==> src/rtl/wb_pkg.sv <==
// Shared types and constants for the writeback arbiter: request payload and
// a one-hot register decode used to build the pending-write mask.
package wb_pkg;

    localparam int DW   = 32;
    localparam int AW   = 5;
    localparam int NREG = 2**AW;

    typedef struct packed {
        logic [AW-1:0] addr;
        logic [DW-1:0] data;
    } wb_req_t;

    function automatic logic [NREG-1:0] onehot_reg(input logic [AW-1:0] addr);
        logic [NREG-1:0] oh;
        oh       = '0;
        oh[addr] = 1'b1;
        return oh;
    endfunction

endpackage

==> src/rtl/writeback_arbiter_if.sv <==
// Result-source handshake, register-file write port and hazard mask of the
// writeback arbiter. master = functional units / issue side, slave = arbiter.
interface writeback_arbiter_if #(
    parameter int NSRC = 3
);
    import wb_pkg::*;

    logic [NSRC-1:0]    src_valid;
    logic [NSRC-1:0]    src_ready;
    logic [NSRC*AW-1:0] src_addr;
    logic [NSRC*DW-1:0] src_data;
    logic               we;
    logic [AW-1:0]      wa;
    logic [DW-1:0]      wd;
    logic [NREG-1:0]    pending_mask;

    modport master (
        output src_valid, src_addr, src_data,
        input  src_ready, we, wa, wd, pending_mask
    );

    modport slave (
        input  src_valid, src_addr, src_data,
        output src_ready, we, wa, wd, pending_mask
    );

endinterface

==> src/rtl/wb_fifo.sv <==
// Per-source result FIFO; exposes every slot and its valid bit so the
// arbiter can see all buffered destinations at once.
module wb_fifo
    import wb_pkg::*;
#(
    parameter int DEPTH = 2
) (
    input  logic             clk,
    input  logic             reset,
    input  logic             push,
    input  logic             pop,
    input  wb_req_t          push_data,
    output logic             full,
    output logic             empty,
    output wb_req_t          head,
    output logic [DEPTH-1:0] entry_valid,
    output wb_req_t          entries [DEPTH]
);

    localparam int PW = $clog2(DEPTH);

    wb_req_t       mem_reg [DEPTH];
    logic [PW-1:0] wr_ptr_reg;
    logic [PW-1:0] rd_ptr_reg;
    logic [PW:0]   count_reg;
    logic          do_push;
    logic          do_pop;

    assign full    = (count_reg == (PW+1)'(DEPTH));
    assign empty   = (count_reg == '0);
    assign do_push = push & ~full;
    assign do_pop  = pop & ~empty;
    assign head    = mem_reg[rd_ptr_reg];

    always_ff @(posedge clk or negedge reset) begin
        if (!reset) begin
            wr_ptr_reg <= '0;
            rd_ptr_reg <= '0;
            count_reg  <= '0;
        end else begin
            if (do_push) wr_ptr_reg <= wr_ptr_reg + 1'b1;
            if (do_pop)  rd_ptr_reg <= rd_ptr_reg + 1'b1;
            count_reg <= count_reg + (PW+1)'(do_push) - (PW+1)'(do_pop);
        end
    end

    // Payload storage carries no reset; slot validity comes from the pointers.
    always_ff @(posedge clk) begin
        if (do_push) mem_reg[wr_ptr_reg] <= push_data;
    end

    for (genvar gi = 0; gi < DEPTH; gi++) begin : gen_slot
        logic [PW-1:0] rel;
        assign rel             = PW'(gi) - rd_ptr_reg;
        assign entry_valid[gi] = ({1'b0, rel} < count_reg);
        assign entries[gi]     = mem_reg[gi];
    end

endmodule

==> src/rtl/writeback_arbiter.sv <==
// Round-robin writeback arbiter: buffers NSRC result streams and drives the
// single register-file write port. Statistics counters need WB_ARB_STATS_EN.
module writeback_arbiter
    import wb_pkg::*;
#(
    parameter int NSRC  = 3,
    parameter int DEPTH = 2
) (
    input  logic                clk,
    input  logic                reset,
    writeback_arbiter_if.slave  bus,
    output logic [31:0]         stat_writes,
    output logic [31:0]         stat_stalls
);

    localparam int GW = (NSRC > 1) ? $clog2(NSRC) : 1;

    logic [NSRC-1:0]            push;
    logic [NSRC-1:0]            pop;
    logic [NSRC-1:0]            full;
    logic [NSRC-1:0]            empty;
    logic [NSRC-1:0]            src_ready;
    wb_req_t                    push_req [NSRC];
    wb_req_t                    head_arr [NSRC];
    logic [NSRC-1:0][NREG-1:0]  fifo_mask;

    logic [GW-1:0]   last_grant_reg;
    logic [GW-1:0]   grant_idx;
    logic [GW-1:0]   cand;
    logic            grant_valid;
    wb_req_t         grant_req;
    logic            we_reg;
    logic [AW-1:0]   wa_reg;
    logic [DW-1:0]   wd_reg;
    logic [NREG-1:0] pend;

    // Ready depends only on registered occupancy and is held low during reset.
    assign src_ready     = ~full & {NSRC{reset}};
    assign bus.src_ready = src_ready;
    assign push          = bus.src_valid & src_ready;

    for (genvar gi = 0; gi < NSRC; gi++) begin : gen_src
        logic [DEPTH-1:0] ent_valid;
        wb_req_t          ents [DEPTH];
        logic [NREG-1:0]  mask;

        assign push_req[gi] = {bus.src_addr[gi*AW +: AW], bus.src_data[gi*DW +: DW]};

        wb_fifo #(.DEPTH(DEPTH)) u_fifo (
            .clk         (clk),
            .reset       (reset),
            .push        (push[gi]),
            .pop         (pop[gi]),
            .push_data   (push_req[gi]),
            .full        (full[gi]),
            .empty       (empty[gi]),
            .head        (head_arr[gi]),
            .entry_valid (ent_valid),
            .entries     (ents)
        );

        always_comb begin
            mask = '0;
            for (int k = 0; k < DEPTH; k++) begin
                if (ent_valid[k]) mask |= onehot_reg(ents[k].addr);
            end
        end

        assign fifo_mask[gi] = mask;
    end

    // Search starts one past the previous winner and wraps.
    always_comb begin
        grant_valid = 1'b0;
        grant_idx   = last_grant_reg;
        cand        = '0;
        for (int k = 1; k <= NSRC; k++) begin
            cand = GW'((int'(last_grant_reg) + k) % NSRC);
            if (!grant_valid && !empty[cand]) begin
                grant_valid = 1'b1;
                grant_idx   = cand;
            end
        end
    end

    assign grant_req = head_arr[grant_idx];
    assign pop       = grant_valid ? (NSRC'(1) << grant_idx) : '0;

    // r0 writes use up their grant but never assert the write enable.
    always_ff @(posedge clk or negedge reset) begin
        if (!reset) begin
            we_reg         <= 1'b0;
            wa_reg         <= '0;
            wd_reg         <= '0;
            last_grant_reg <= '0;
        end else begin
            we_reg <= grant_valid && (grant_req.addr != '0);
            if (grant_valid) begin
                last_grant_reg <= grant_idx;
                if (grant_req.addr != '0) begin
                    wa_reg <= grant_req.addr;
                    wd_reg <= grant_req.data;
                end
            end
        end
    end

    assign bus.we = we_reg;
    assign bus.wa = wa_reg;
    assign bus.wd = wd_reg;

    always_comb begin
        pend = we_reg ? onehot_reg(wa_reg) : '0;
        for (int i = 0; i < NSRC; i++) pend |= fifo_mask[i];
        pend[0] = 1'b0;
    end

    assign bus.pending_mask = pend;

`ifdef WB_ARB_STATS_EN
    logic [31:0] stat_writes_reg;
    logic [31:0] stat_stalls_reg;

    always_ff @(posedge clk or negedge reset) begin
        if (!reset) begin
            stat_writes_reg <= '0;
            stat_stalls_reg <= '0;
        end else begin
            if (we_reg) stat_writes_reg <= stat_writes_reg + 32'd1;
            if (|(bus.src_valid & ~src_ready)) stat_stalls_reg <= stat_stalls_reg + 32'd1;
        end
    end

    assign stat_writes = stat_writes_reg;
    assign stat_stalls = stat_stalls_reg;
`else
    assign stat_writes = '0;
    assign stat_stalls = '0;
`endif

endmodule

==> src/flat_wrapper.sv <==
// flat-port wrapper written by rule: the top's interface ports become plain ports
module writeback_arbiter_flat import wb_pkg::*;
#(
    parameter int NSRC  = 3,
    parameter int DEPTH = 2
)
  (clk, reset, stat_writes, stat_stalls, bus_src_valid, bus_src_addr, bus_src_data, bus_src_ready, bus_we, bus_wa, bus_wd, bus_pending_mask);
  writeback_arbiter_if #(.NSRC(NSRC)) bus_i ();
  input  logic clk;
  input  logic reset;
  output logic [31:0] stat_writes;
  output logic [31:0] stat_stalls;
  input wire logic [$bits(bus_i.src_valid)-1:0] bus_src_valid;
  input wire logic [$bits(bus_i.src_addr)-1:0] bus_src_addr;
  input wire logic [$bits(bus_i.src_data)-1:0] bus_src_data;
  output wire logic [$bits(bus_i.src_ready)-1:0] bus_src_ready;
  output wire logic [$bits(bus_i.we)-1:0] bus_we;
  output wire logic [$bits(bus_i.wa)-1:0] bus_wa;
  output wire logic [$bits(bus_i.wd)-1:0] bus_wd;
  output wire logic [$bits(bus_i.pending_mask)-1:0] bus_pending_mask;
  assign bus_i.src_valid = bus_src_valid;
  assign bus_i.src_addr = bus_src_addr;
  assign bus_i.src_data = bus_src_data;
  assign bus_src_ready = bus_i.src_ready;
  assign bus_we = bus_i.we;
  assign bus_wa = bus_i.wa;
  assign bus_wd = bus_i.wd;
  assign bus_pending_mask = bus_i.pending_mask;
  writeback_arbiter #(.NSRC(NSRC), .DEPTH(DEPTH)) u_core (.clk(clk), .reset(reset), .bus(bus_i), .stat_writes(stat_writes), .stat_stalls(stat_stalls));
endmodule
==> config.mk <==
export PLATFORM = sky130hd
export DESIGN_NAME = writeback_arbiter_flat
export DESIGN_NICKNAME = d
export VERILOG_FILES = /design/src/rtl/wb_pkg.sv /design/src/rtl/writeback_arbiter_if.sv /design/src/rtl/wb_fifo.sv /design/src/rtl/writeback_arbiter.sv /design/src/flat_wrapper.sv
export SDC_FILE = /design/constraint.sdc
export NUM_CORES = 1
export LEC_CHECK = 0
export ABC_CLOCK_PERIOD_IN_PS = 3800
export CORE_ASPECT_RATIO = 1.75
export CORE_MARGIN = 5
export CORE_UTILIZATION = 48
export CTS_CLUSTER_DIAMETER = 40
export DETAILED_ROUTE_END_ITERATION = 8
export PLACE_DENSITY = 0.77
export SLEW_MARGIN = 5
export SYNTH_ARGS = -nofsm -noshare
export SYNTH_HDL_FRONTEND = slang
export SYNTH_SLANG_ARGS = --single-unit
==> constraint.sdc <==
create_clock -name clk -period 3.8 [get_ports clk]
set_clock_uncertainty 0.15 [all_clocks]
set_input_delay 1.14 -clock clk [delete_from_list [all_inputs] [get_ports clk]]
set_output_delay 1.14 -clock clk [all_outputs]
set_load 0.02 [all_outputs]
=== Yosys cells after proc, flatten, opt, wreduce, memory -nomap -nowiden ===
Memory sizes are Yosys's and may differ from the RTL's.
Cells that the tools add are included.

* Register bits after elaboration: 52
* Bits in writable memories: 222
* Input bits: 116
* Output and inout bits: 137
* Word-level logic and storage cells: 151
* Memories kept: 3

* Add/subtract/negate cells: 21
* Divide/modulo/power cells: 3
* Order comparisons: 24
* Equality and inequality tests: 3
* Shift operators: 1
* Muxes and demuxes: 43
* Bitwise operators: 22
* Reductions and logical operators: 18

{| class="wikitable"
|+ Memories
! memory !! words !! width !! rd ports !! clocked after Yosys merged registers in !! wr ports !! line !! RTL
|-
| u_core.gen_src[0].u_fifo.mem_reg || 2 || 37 || 3 || 0 || 1 || wb_fifo.sv:22 || <nowiki>wb_req_t mem_reg [DEPTH];</nowiki>
|-
| u_core.gen_src[1].u_fifo.mem_reg || 2 || 37 || 3 || 0 || 1 || wb_fifo.sv:22 ||
|-
| u_core.gen_src[2].u_fifo.mem_reg || 2 || 37 || 3 || 0 || 1 || wb_fifo.sv:22 ||
|}

{| class="wikitable"
|+ Operators by type and width
! cell !! count
|-
| 2-to-1 mux 32 bit || 7
|-
| OR 32 bit || 6
|-
| remainder unit 32 x 3 -> 32 bit, second input constant || 3
|-
| binary-select mux 37 bit (select 2 bit) || 1
|-
| 2-to-1 mux 37 bit || 2
|-
| < comparator 5 x 6 -> 1 bit, second input constant || 7
|-
| demux 1 bit (select 5 bit) || 7
|-
| greater-or-equal comparator 5 x 1 -> 1 bit, second input constant || 7
|-
| 2-to-1 mux 1 bit || 19
|-
| < comparator 1 x 2 -> 1 bit || 6
|-
| logical AND 1 bit || 10
|-
| < comparator 2 x 3 -> 1 bit, second input constant || 3
|-
| adder 1 bit, second input constant || 6
|-
| adder 2 x 1 -> 2 bit || 3
|-
| adder 2 x 2 -> 3 bit, second input constant || 2
|-
| bitwise AND 1 bit || 6
|-
| bitwise AND 3 bit || 2
|-
| binary-select mux 1 bit (select 2 bit) || 3
|-
| == test 2 bit, second input constant || 3
|-
| logical NOT 2 bit || 3
|-
| 2-to-1 mux 2 bit || 3
|-
| inverter 1 bit || 6
|-
| subtractor 1 bit, first input constant || 6
|-
| subtractor 2 x 1 -> 2 bit || 3
|-
| other kinds (9) || 11
|}

=== Longest topological paths before layout ===
Gate-level depths: netlist (run 1).

* Depth after elaboration: 16
* Gate-level depth with buffers: 15
* Mapped depth without buffers: 14

=== By module ===
A second synthesis (run 1) with hierarchy kept.

* Cells, all modules: 1,023
* Area total of the unflattened synthesis: 13,795.7 um2

{| class="wikitable"
|+ By module, submodules not included
! module !! times used !! cells an instance !! area each (um2) !! seq. area each (um2)
|-
| wb_fifo || 3 || 136 || 2,925.3 || 2,322.2
|-
| writeback_arbiter || 1 || 615 || 5,019.8 || 1,001.0
|}

=== Worst setup path before layout (run 1) ===
OpenSTA, ideal clock, no wires.

* Kind: input to register
* Start point: in reset
* End point: mem u_core.gen_src[0].u_fifo.mem_reg[0][0] (netlist bit) (enable)
* Library setup time: 0.431 ns
* Data arrival time: 3.570 ns
* Data required time: 3.219 ns
* Path slack: -0.352 ns
* Cell stages on the path: 3
* Path buffers: 0
* Path through: a21boi_0 > nand2_1 > nor2_1

* Cells in the longest elaborated chain, start to end: 5

{| class="wikitable"
|+ RTL lines
! item !! line !! RTL
|-
| from (decl) || flat_wrapper.sv:10 || <nowiki>input logic reset;</nowiki>
|-
| bitwise AND 3 bit || writeback_arbiter.sv:38 || <nowiki>assign src_ready = ~full & {NSRC{reset}};</nowiki>
|-
| bitwise AND 3 bit || writeback_arbiter.sv:40 || <nowiki>assign push = bus.src_valid & src_ready;</nowiki>
|-
| bitwise AND 1 bit || wb_fifo.sv:31 || <nowiki>assign do_push = push & ~full;</nowiki>
|-
| 2-to-1 mux 1 bit || wb_fifo.sv:49 || <nowiki>if (do_push) mem_reg[wr_ptr_reg] <= push_data;</nowiki>
|-
| 2-to-1 mux 1 bit (implied by the code) || wb_fifo.sv:49 ||
|-
| to (decl) || wb_fifo.sv:22 ||
|}

No other way between the ends.

=== Worst setup path after layout (run 1) ===
* Start point: reg u_core.wa_reg[4], in the netlist u_core.bus.wa[4]
* End point: out bus_pending_mask[2]

* Cells in the longest elaborated chain, start to end: 8
* Elaborated cells on any way between the ends: 9
* Classes of those cells: order compare (2); mux (3); bitwise (3); reduce/logical (1)

{| class="wikitable"
|+ RTL lines
! item !! line !! RTL
|-
| from (decl) || writeback_arbiter.sv:33 || <nowiki>logic [AW-1:0] wa_reg;</nowiki>
|-
| from (signal assigned) || writeback_arbiter.sv:101 || <nowiki>wa_reg <= grant_req.addr;</nowiki>
|-
| < comparator 5 x 6 -> 1 bit (implied by the code) / greater-or-equal comparator 5 x 1 -> 1 bit (equally long branches) || wb_pkg.sv:17 || <nowiki>oh[addr] = 1'b1;</nowiki>
|-
| logical AND 1 bit (implied by the code) || wb_pkg.sv:17 ||
|-
| 2-to-1 mux 1 bit (implied by the code) || wb_pkg.sv:17 ||
|-
| demux 1 bit (select 5 bit) (*) || -- ||
|-
| 2-to-1 mux 32 bit (*) || writeback_arbiter.sv:113 || <nowiki>pend = we_reg ? onehot_reg(wa_reg) : '0;</nowiki>
|-
| OR 32 bit (*) (3 in series) || writeback_arbiter.sv:114 || <nowiki>for (int i = 0; i < NSRC; i++) pend |= fifo_mask[i];</nowiki>
|-
| to (decl) || flat_wrapper.sv:20 || <nowiki>output wire logic [$bits(bus_i.pending_mask)-1:0] bus_pending_mask;</nowiki>
|}

Mark *: on every way between the ends. The rest lies on a longest branch, timed or not.

==> key figures, run 1 <==
Global route
  • Pin count of the biggest net entering global routing: 39
  • Vias in the first global route: 10,653
  • First-pass GRT wire length: 68.0 mm
  • Total grt overflow: 0
  • Total GRT Usage: 29.7%
  • Initial antenna violation count: 1

Route
  • Vias: 10,313
  • Routed Wire Length: approximately 48 mm
  • Initial drt markers: between 800 and 900
  • Detailed Routing Iterations Pass 1: 7
  • DRT antenna net count: 0
  • DRC Markers: 0
  • WL per Instance: 27.8 um
  • Vias per inst: 5.96

Placement
  • Detailed Place HPWL: 34.9 mm
  • Number of placed cells counting well taps: 1,675
  • GP Congestion: 1.05
  • PortBufs: 187
  • Placed cell area: around 0.016 sq mm

Logic synthesis
  • Post-synthesis sequential area ratio: between 50% and 60%
  • Syn_area_per_cell: between 10 and 15 sq um
  • Top cells by area, synth: edfxtp_1 (50%), dfrtp_1 (9.7%), mux2i_1 (5.5%), buf_4 (3.7%), mux2_2 (3.5%)
  • Post-synthesis cell count: 1,078
  • EDFF count, synth: approximately 220
  • Ys async rst share: 19.0%
  • Synth Cell Area: 0.0135 sq mm
  • Synth top area share: 49.5%
  • Yosys reg bits: 274
  • Post-synthesis cell type count: 66
  • Top FF cell, synth: edfxtp_1
  • Post-synth top area cell: edfxtp_1
  • Number of synthesis warnings: 0

STA
  • Fmax: 266 MHz
  • Setup violations, final: 0
  • RSZ-0062 raised after global routing: yes
  • Hold_ws: 361 ps
  • Fin. Hold Viols: 0
  • Slew margin rel.: 56.3%
  • Min Tclk post-route: 3760 ps
  • Slew Limit Fails: 0
  • Worst-Margin Slew: 653 ps
  • Final period util: 99.1%

CTS
  • Clk buf depth: 3
  • Hold buffer count at cts: 0
  • Worst-path clk slew: 70 ps
  • Clock sink count: 274
  • Num CTS Buffers: 23
  • Clock insertion delay at the later pin of the skew report: 520 ps
  • CTS tree: built
  • Root Buffer: clkbuf_16
  • H-tree depth: 1

Finish
  • Share of cells above drive strength 1: roughly a fifth
  • Largest register FFs: 222
  • Fin nets: ~1,500
  • Most common library cell in the layout ignoring fill and taps: edfxtp_1
  • Post-route cell area: 0.0173 sq mm
  • Cell Count, Final, Fillers Out: 1,729
  • Synthesis-to-finish area growth: 28.5%
  • Most frequent cells in the layout: edfxtp_1 (222), clkdlybuf4s50_1 (152), buf_4 (110), mux2i_1 (74), nor2_1 (73)

Setup path
  • CP arrival: 2470 ps
  • CP startpoint kind: flop
  • CP Data Required Time: 2510 ps
  • Worst Path Max Fanout: 6
  • Kind of critical path: reg -> out
  • Worst setup EP type: output port

Job
  • Max_cap viols: 0

Power and ir drop
  • Tot Pwr: 16,700 uW
  • Max VDD drop: ~700 uV
  • Pleak: 0.00666 uW
  • P per Cell Area: 964 mW/mm^2

Outcome
  • Status: finished, final reports clean

Die
  • Full die area: 0.0316 sq mm
  • Die span in y: 232 um
  • Width of the die: 137 um
  • # rows: 81
  • Starting Density: approximately half
  • Core area: between 0.02 and 0.03 sq mm
  • Boundary Pins: 253

Min path
  • HP Class: reg -> reg
==> cell usage after synthesis, types with 3 or more instances <==
master / n
ha_1: 10
and3b_1: 10
buf_1: 3
nand3b_1: 5
nor2_1: 78
nand3_1: 27
mux2_2: 42
o2bb2ai_1: 3
dfrtp_1: 52
nor3_1: 22
mux2i_1: 74
nand4_1: 4
a211o_1: 3
o31ai_1: 3
inv_1: 18
nor4b_1: 3
xnor2_1: 12
o21ai_0: 13
and3_1: 14
mux2_1: 28
buf_6: 3
a21boi_0: 3
a21o_1: 5
or3b_2: 3
a22oi_1: 22
buf_4: 67
edfxtp_1: 222
or3_1: 6
clkbuf_1: 48
o211ai_1: 4
a21oi_1: 49
nor4_1: 8
a211oi_1: 6
buf_2: 9
nor3b_1: 20
a221oi_1: 26
o22ai_1: 53
nand2_1: 64
==> kinds of logic (layout without fill, tap and decap cells) <==
| kind of cell | Yosys count | count (layout) | synth area share (%) |
|---|---|---|---|
| xor+xnor | 12 | 12 | 0.781 |
| compound gates | 212 | 212 | 10.8 |
| mux | 145 | 145 | 11.5 |
| other cells | 1 | 66 | 0.0279 |
| flops | 274 | 274 | 59.2 |
| simple gates | 276 | 276 | 10.6 |
| buf+inv | 148 | 361 | 6.25 |
| fa+ha+maj | 10 | 10 | 0.929 |
==> cell type report <==
type,count,area (sq um)
diodes,1,2.50
clock buffers,27,611
clock inverters,15,185
fillers,2193,10600
inverters,18,71.3
multi-input cells,720,5140
flip-flops and latches,274,7980
well taps,373,467
repair buffers,301,2840
==> what timing repair did <==
action | CTS | global route
pin swaps | 0 | 5
resized for setup | 39 | 44
setup buffers | 4 | 4
cloned | 0 | 3
setup endpoints to repair | 27 | 55
==> critical path, stage by stage, from the launching register on <==
cell           delay, ps
dfrtp_1              410
buf_4                200
nor2_1               170
nand2_1              220
o22ai_1              380
a221oi_1             120
nand3_1              120
dlygate4sd2_1        340
==> worst paths after layout <==
kind / startpoint / end / slack [ps] / depth (start not counted)
setup / recovery: u_core.bus.wa[4] / bus_pending_mask[2] / 40 / 7
hold / removal: u_core.bus.wd[21] / u_core.bus.wd[21] / 360 / 1
setup reg to reg: u_core.last_grant_reg[1] / u_core.gen_src[0].u_fifo.count_reg[1] / 70 / 15
hold reg to reg: u_core.bus.wd[21] / u_core.bus.wd[21] / 360 / 1
max in group asynchronous: reset / u_core.gen_src[0].u_fifo.count_reg[1] / 2210 / 3
min in group asynchronous: reset / u_core.gen_src[0].u_fifo.rd_ptr_reg / 440 / 2
==> where the power goes <==
group | total, uW | internal [uW] | switching, uW
clock | 2470 | 1430 | 1040
combinational | 9800 | 4220 | 5580
sequential | 4410 | 3980 | 433
==> metrics by stage <==
step | setup WS, ps | util [%] | setup TNS [ps]
after floorplan | 110 | - | 0
after global placement | 80.6 | 58.0 | 0
after detailed placement | 56.6 | 58.0 | 0
after CTS | 0.982 | 61.1 | 0
after global routing | -70.4 | 62.1 | -621
final | 35.8 | 62.1 | 0
==> layer usage <==
| layer | wire [um] | vias up | share of wire [%] | GRT usage (%) |
|---|---|---|---|---|
| li1 | - | 4516 | - | - |
| met1 | 15300 | 5060 | 32 | 29.0 |
| met2 | 25600 | 527 | 53 | 54.3 |
| met3 | 3200 | 210 | 6.7 | 5.89 |
| met4 | 4040 | 0 | 8.4 | 21.2 |
| met5 | 0 | - | 0 | 0 |
(Power assumes the default switching activity.)
==> run 2: changes to the inputs <==
--- a/config.mk
+++ b/config.mk
@@ -8,10 +8,10 @@
 export ABC_CLOCK_PERIOD_IN_PS = 3800
 export CORE_ASPECT_RATIO = 1.75
 export CORE_MARGIN = 5
-export CORE_UTILIZATION = 48
+export CORE_UTILIZATION = 45
 export CTS_CLUSTER_DIAMETER = 40
 export DETAILED_ROUTE_END_ITERATION = 8
-export PLACE_DENSITY = 0.77
+export PLACE_DENSITY = 0.73
 export SLEW_MARGIN = 5
 export SYNTH_ARGS = -nofsm -noshare
 export SYNTH_HDL_FRONTEND = slang
==> key figures, run 2 (synthesized netlist as in run 1, its figures left out) <==
CTS
  • Num CTS Buffers: 25
  • CTS tree: built
  • Hold buffer count at cts: 0
  • Clock sink count: 274
  • Root Buffer: clkbuf_16
  • Clock insertion delay at the later pin of the skew report: 540 ps
  • H-tree depth: 1
  • Clk buf depth: 3
  • Worst-path clk slew: approximately 60 ps

Power and ir drop
  • Pleak: between 0.006 and 0.007 uW
  • Sw frac: 41.4%
  • Sw Pwr: 6730 uW
  • Tot Pwr: 16,200 uW
  • Max VDD drop: ~670 uV
  • Internal Pwr Total: approximately 9500 uW
  • Sequential power share: 27.2%
  • Comb power frac: between 50% and 60%
  • P per Cell Area: 943 mW/mm^2
  • Clock power frac: around 15%

Finish
  • Largest register FFs: approximately 220
  • Most frequent cells in the layout: edfxtp_1 (222), clkdlybuf4s50_1 (153), buf_4 (111), nor2_1 (74), mux2i_1 (74)
  • Cell Count, Final, Fillers Out: 1,743
  • Share of cells above drive strength 1: 19.3%
  • Most common library cell in the layout ignoring fill and taps: edfxtp_1
  • Post-Route Utilization: 58.4%
  • Synthesis-to-finish area growth: 28.0%
  • Fin nets: 1,466

Global route
  • Pin count of the biggest net entering global routing: 49
  • First-pass GRT wire length: 63.4 mm
  • Initial antenna violation count: 2
  • Total GRT Usage: between 20% and 30%
  • Vias in the first global route: 10,390
  • Total grt overflow: 0

Setup path
  • CP startpoint kind: flop
  • CP arrival: 2490 ps
  • CP delay by family, top: flip-flops
  • CP Data Required Time: approximately 2500 ps
  • Critical-path cell list: or2_2, o22ai_1, a221oi_1, nand4_1, dlygate4sd2_1
  • Worst setup EP type: output port
  • Setup crit start: u_core.gen_src[2].u_fifo.mem_reg[0][36]
  • Crit path buf inv count: 1
  • RR Startpoint: u_core.last_grant_reg[1]
  • Worst Path Max Fanout: 11
  • Kind of critical path: reg -> out
  • CP max stage delay: 620 ps
  • Crit-path slowest cell: edfxtp_1

STA
  • Fin. Hold Viols: 0
  • PnR worst setup slack: 16.6 ps
  • Slew Limit Fails: 0
  • Setup violations, final: 0
  • Min Tclk post-route: between 3000 and 4000 ps
  • Fmax: around 260 MHz
  • Slew margin rel.: 52.7%
  • Worst-Margin Slew: between 700 and 800 ps
  • Hold_ws: around 340 ps
  • Final period util: 99.6%

Route
  • Routed Wire Length: 43.8 mm
  • Initial drt markers: 642
  • DRT antenna net count: 0
  • Vias: about 10,000
  • DRC Markers: 0
  • Detailed Routing Iterations Pass 1: 7
  • WL per Instance: around 25 um
  • Vias per inst: 5.82

Die
  • Die span in y: 239 um
  • Starting Density: 45.6%
  • Boundary Pins: 253
  • Width of the die: between 100 and 150 um
  • Full die area: 0.0336 sq mm
  • Core area: 0.0295 sq mm
  • # rows: a little over 80

Job
  • Max_cap viols: 0

Placement
  • Pre-CTS setup slack: -13.4 ps
  • PortBufs: roughly 190
  • GP Congestion: 1.05
  • Detailed Place HPWL: roughly 31 mm
  • Number of placed cells counting well taps: approximately 1,700

Min path
  • HP Class: reg -> reg
  • HP Start: u_core.bus.wd[29]

Outcome
  • Status: finished, final reports clean
-- run 2: changes by cell type in the layout (fill, tap and decap cells not counted), moves of 2 or more --
cell and delta:
bufinv_16 -2, clkdlybuf4s15_1 +2, clkinv_2 -5, nand3_1 +4, clkinv_4 +2, dlymetal6s2s_1 -3, dlygate4sd2_1 -3, clkbuf_1 +4
clkbuf_2 +2, a221oi_2 -2, nand3_2 -4, a221oi_1 +2
-- run 2: layout make-up --
class | count | area [sq um]
diodes | 2 | 5.00
clock inverters | 13 | 141
flip-flops and latches | 274 | 7980
repair buffers | 301 | 2790
multi-input cells | 720 | 5100
clock buffers | 33 | 676
fillers | 2473 | 12300
well taps | 382 | 478
inverters | 18 | 67.6
-- run 2: layer usage --
layer  track usage, %  wire, um  vias to the layer above
met2             47.1     23800                      508
met5                0         0                        -
met4             13.2      2320                        0
met1             27.2     15100                     4957
li1                 -         -                     4521
met3             3.34      2590                      154
-- run 2: power groups by stage --
stage | clock (uW) | combinational [uW] | sequential, uW
after detailed placement | 0 | 8760 | 4460
after floorplan | 0 | 5570 | 4470
after global routing | 2660 | 10000 | 4470
final | 2500 | 9320 | 4420
after global placement | 0 | 8580 | 4460
after CTS | 2540 | 8810 | 4420
-- run 2: what timing repair did --
action,in CTS,in global routing
pin swaps,1,2
gates cloned,0,2
resized for setup,51,30
endpoints found under the setup margin,39,56
setup buffers,6,15
-- run 2: stage by stage --
stage / area [sq um] / setup TNS (ps)
after floorplan: 13700 / 0
after global placement: 16100 / 0
final: 17200 / 0
after CTS: 17000 / 0
after global routing: 17200 / -22.0
after detailed placement: 16100 / -13.4
-- run 2: worst paths after layout --
| check | end | cells past startpoint | slack [ps] |
|---|---|---|---|
| worst max-delay path | bus_pending_mask[14] | 5 | 20 |
| worst min-delay path | u_core.bus.wd[29] | 1 | 340 |
| worst max register to register | u_core.bus.wd[20] | 12 | 180 |
| worst min register to register | u_core.bus.wd[29] | 1 | 340 |
| max in group asynchronous | u_core.gen_src[1].u_fifo.rd_ptr_reg | 3 | 2200 |
| min in group asynchronous | u_core.gen_src[0].u_fifo.wr_ptr_reg | 2 | 350 |
==> run 3: changes to the inputs <==
--- a/config.mk
+++ b/config.mk
@@ -8,11 +8,13 @@
 export ABC_CLOCK_PERIOD_IN_PS = 3800
 export CORE_ASPECT_RATIO = 1.75
 export CORE_MARGIN = 5
-export CORE_UTILIZATION = 45
+export CORE_UTILIZATION = 48
 export CTS_CLUSTER_DIAMETER = 40
 export DETAILED_ROUTE_END_ITERATION = 8
-export PLACE_DENSITY = 0.73
+export PLACE_DENSITY = 0.77
+export SKIP_LAST_GASP = 1
 export SLEW_MARGIN = 5
 export SYNTH_ARGS = -nofsm -noshare
 export SYNTH_HDL_FRONTEND = slang
 export SYNTH_SLANG_ARGS = --single-unit
+export TNS_END_PERCENT = 50
==> key figures, run 3 (synthesized netlist as in run 1, its figures left out) <==
Die
  • Die span in y: 232 um
  • Full die area: approximately 0.032 sq mm
  • Starting Density: 48.3%
  • Boundary Pins: 253
  • Width of the die: 137 um
  • Core area: 0.0279 sq mm
  • # rows: 81

STA
  • Min Tclk post-route: 3950 ps
  • Fin. Hold Viols: 0
  • Fmax: 253 MHz
  • Worst-Margin Slew: 678 ps
  • Slew margin rel.: 54.8%
  • RSZ-0062 raised after global routing: yes
  • Final period util: 104%
  • PnR worst setup slack: -155 ps
  • Final TNS setup: -252 ps
  • Slew Limit Fails: 0
  • Setup violations, final: 5

Setup path
  • RR Startpoint: u_core.last_grant_reg[1]
  • Setup crit start: u_core.bus.wa[0]
  • Worst setup EP type: output port
  • Worst Path Max Fanout: 7
  • CP Data Required Time: 2510 ps
  • CP startpoint kind: flop
  • RR Endpoint: u_core.bus.wd[14]
  • Worst R2R Path Depth: 11
  • Kind of critical path: reg -> out
  • Reg2reg setup slack: 90 ps
  • CP arrival: 2660 ps
  • Worst Setup EP: bus_pending_mask[24]

Placement
  • Detailed Place HPWL: 32.5 mm
  • Number of placed cells counting well taps: 1,659
  • GP Congestion: approximately 1.0
  • PortBufs: 187

Global route
  • Total grt overflow: 0
  • Total GRT Usage: 28.4%
  • First-pass GRT wire length: 65.8 mm
  • Vias in the first global route: approximately 11,000
  • Initial antenna violation count: 2
  • Pin count of the biggest net entering global routing: 53

CTS
  • Worst-path clk slew: 60 ps
  • Clk buf depth: 3
  • Clock sink count: 274
  • Num CTS Buffers: 25
  • Clock insertion delay at the later pin of the skew report: 540 ps
  • H-tree depth: 1
  • Root Buffer: clkbuf_16
  • CTS tree: built

Finish
  • Cell Count, Final, Fillers Out: 1,722
  • Fin nets: 1,454
  • Share of cells above drive strength 1: 17.3%
  • Fill cells: ~2,200
  • Synthesis-to-finish area growth: 28.1%
  • Largest register FFs: 222
  • Most common library cell in the layout ignoring fill and taps: edfxtp_1
  • Post-Route Utilization: about three fifths
  • Most frequent cells in the layout: edfxtp_1 (222), clkdlybuf4s50_1 (154), buf_4 (89), nor2_1 (75), mux2i_1 (74)

Route
  • Initial drt markers: 875
  • DRT antenna net count: 0
  • Detailed Routing Iterations Pass 1: 6
  • Vias per inst: approximately 6
  • DRC Markers: 0
  • Routed Wire Length: 45.2 mm
  • WL per Instance: approximately 26 um
  • Vias: 10,198

Job
  • Max_cap viols: 0

Power and ir drop
  • Max VDD drop: 749 uV
  • P per Cell Area: ~940 mW/mm^2
  • Pleak: 0.00679 uW

Min path
  • HP Class: reg -> reg

Outcome
  • Failing checks: setup timing
  • Status: finished with violations
[run 3: cell count changes in the layout (fill, tap and decap cells not counted), sizes merged]
cell / previous run / this run
buf: 123 / 105
bufinv: 2 / 1
clkbuf: 39 / 36
clkdlybuf4s15: 4 / 1
clkdlybuf4s50: 153 / 154
clkinv: 6 / 5
dlygate4sd2: 15 / 11
dlymetal6s2s: 0 / 17
[run 3: final cells by class]
class,instances,area (sq um),share of cell area (%)
clock buffer,35,693,4.02
clock inverter,11,113,0.653
inverter,18,71.3,0.414
sequential,274,7980,46.3
tap,373,467,2.71
timing repair buffer,289,2850,16.5
antenna,2,5.00,0.0290
multi-input combinational,720,5070,29.4
[run 3: critical path, stage by stage, from the launching register on]
cell and delay (ps):
dfrtp_1 430, or3b_2 630, nor4_1 210, a21oi_1 90, nand4_1 130, clkdlybuf4s50_1 620
[run 3: timing repair]
item	CTS	global route
setup buffers	5	9
setup endpoints to repair	31	61
resized for setup	24	37
hold endpoints to repair	0	0
cloned	0	1
pin swaps	0	4
hold buffers	0	0
[run 3: how the worst min path moves through the flow]
| stage | from | endpoint | cells past startpoint |
|---|---|---|---|
| 3_5_place_dp | u_core.bus.wd[15] | u_core.bus.wd[15] | 1 |
| 4_1_cts | u_core.bus.wd[15] | u_core.bus.wd[15] | 1 |
| 6_report | u_core.bus.wd[15] | u_core.bus.wd[15] | 1 |
| 2_1_floorplan | u_core.gen_src[2].u_fifo.wr_ptr_reg | u_core.gen_src[2].u_fifo.wr_ptr_reg | 1 |
| 3_3_place_gp | u_core.bus.wd[18] | u_core.bus.wd[18] | 1 |
| 5_1_grt | reset | u_core.gen_src[2].u_fifo.count_reg[1] | 2 |
[run 3: metal layers]
metal	global-route usage, %	part of all wire (%)	vias up
li1	-	-	4505
met3	4.65	6.9	175
met2	52.5	53	572
met5	0	0	-
met1	29.2	32	4946
met4	17.7	7.3	0
[run 3: report_power, final]
part / leakage [uW] / switching, uW / internal, uW
clock: 0.000388 / 1080 / 1370
sequential: 0.00266 / 428 / 3980
combinational: 0.00374 / 5240 / 4160
total: 0.00679 / 6750 / 9500
[run 3: through the flow]
step | hold WS, ps | worst slack, ps | total power (uW) | instance area, sq um
2_1_floorplan | 311 | -352 | 10000 | 13700
3_3_place_gp | 317 | 133 | 13200 | 16100
4_1_cts | 355 | -242 | 15900 | 17000
6_report | 356 | -155 | 16300 | 17200
5_1_grt | 381 | -268 | 17100 | 17200
3_5_place_dp | 336 | 74.4 | 13400 | 16100
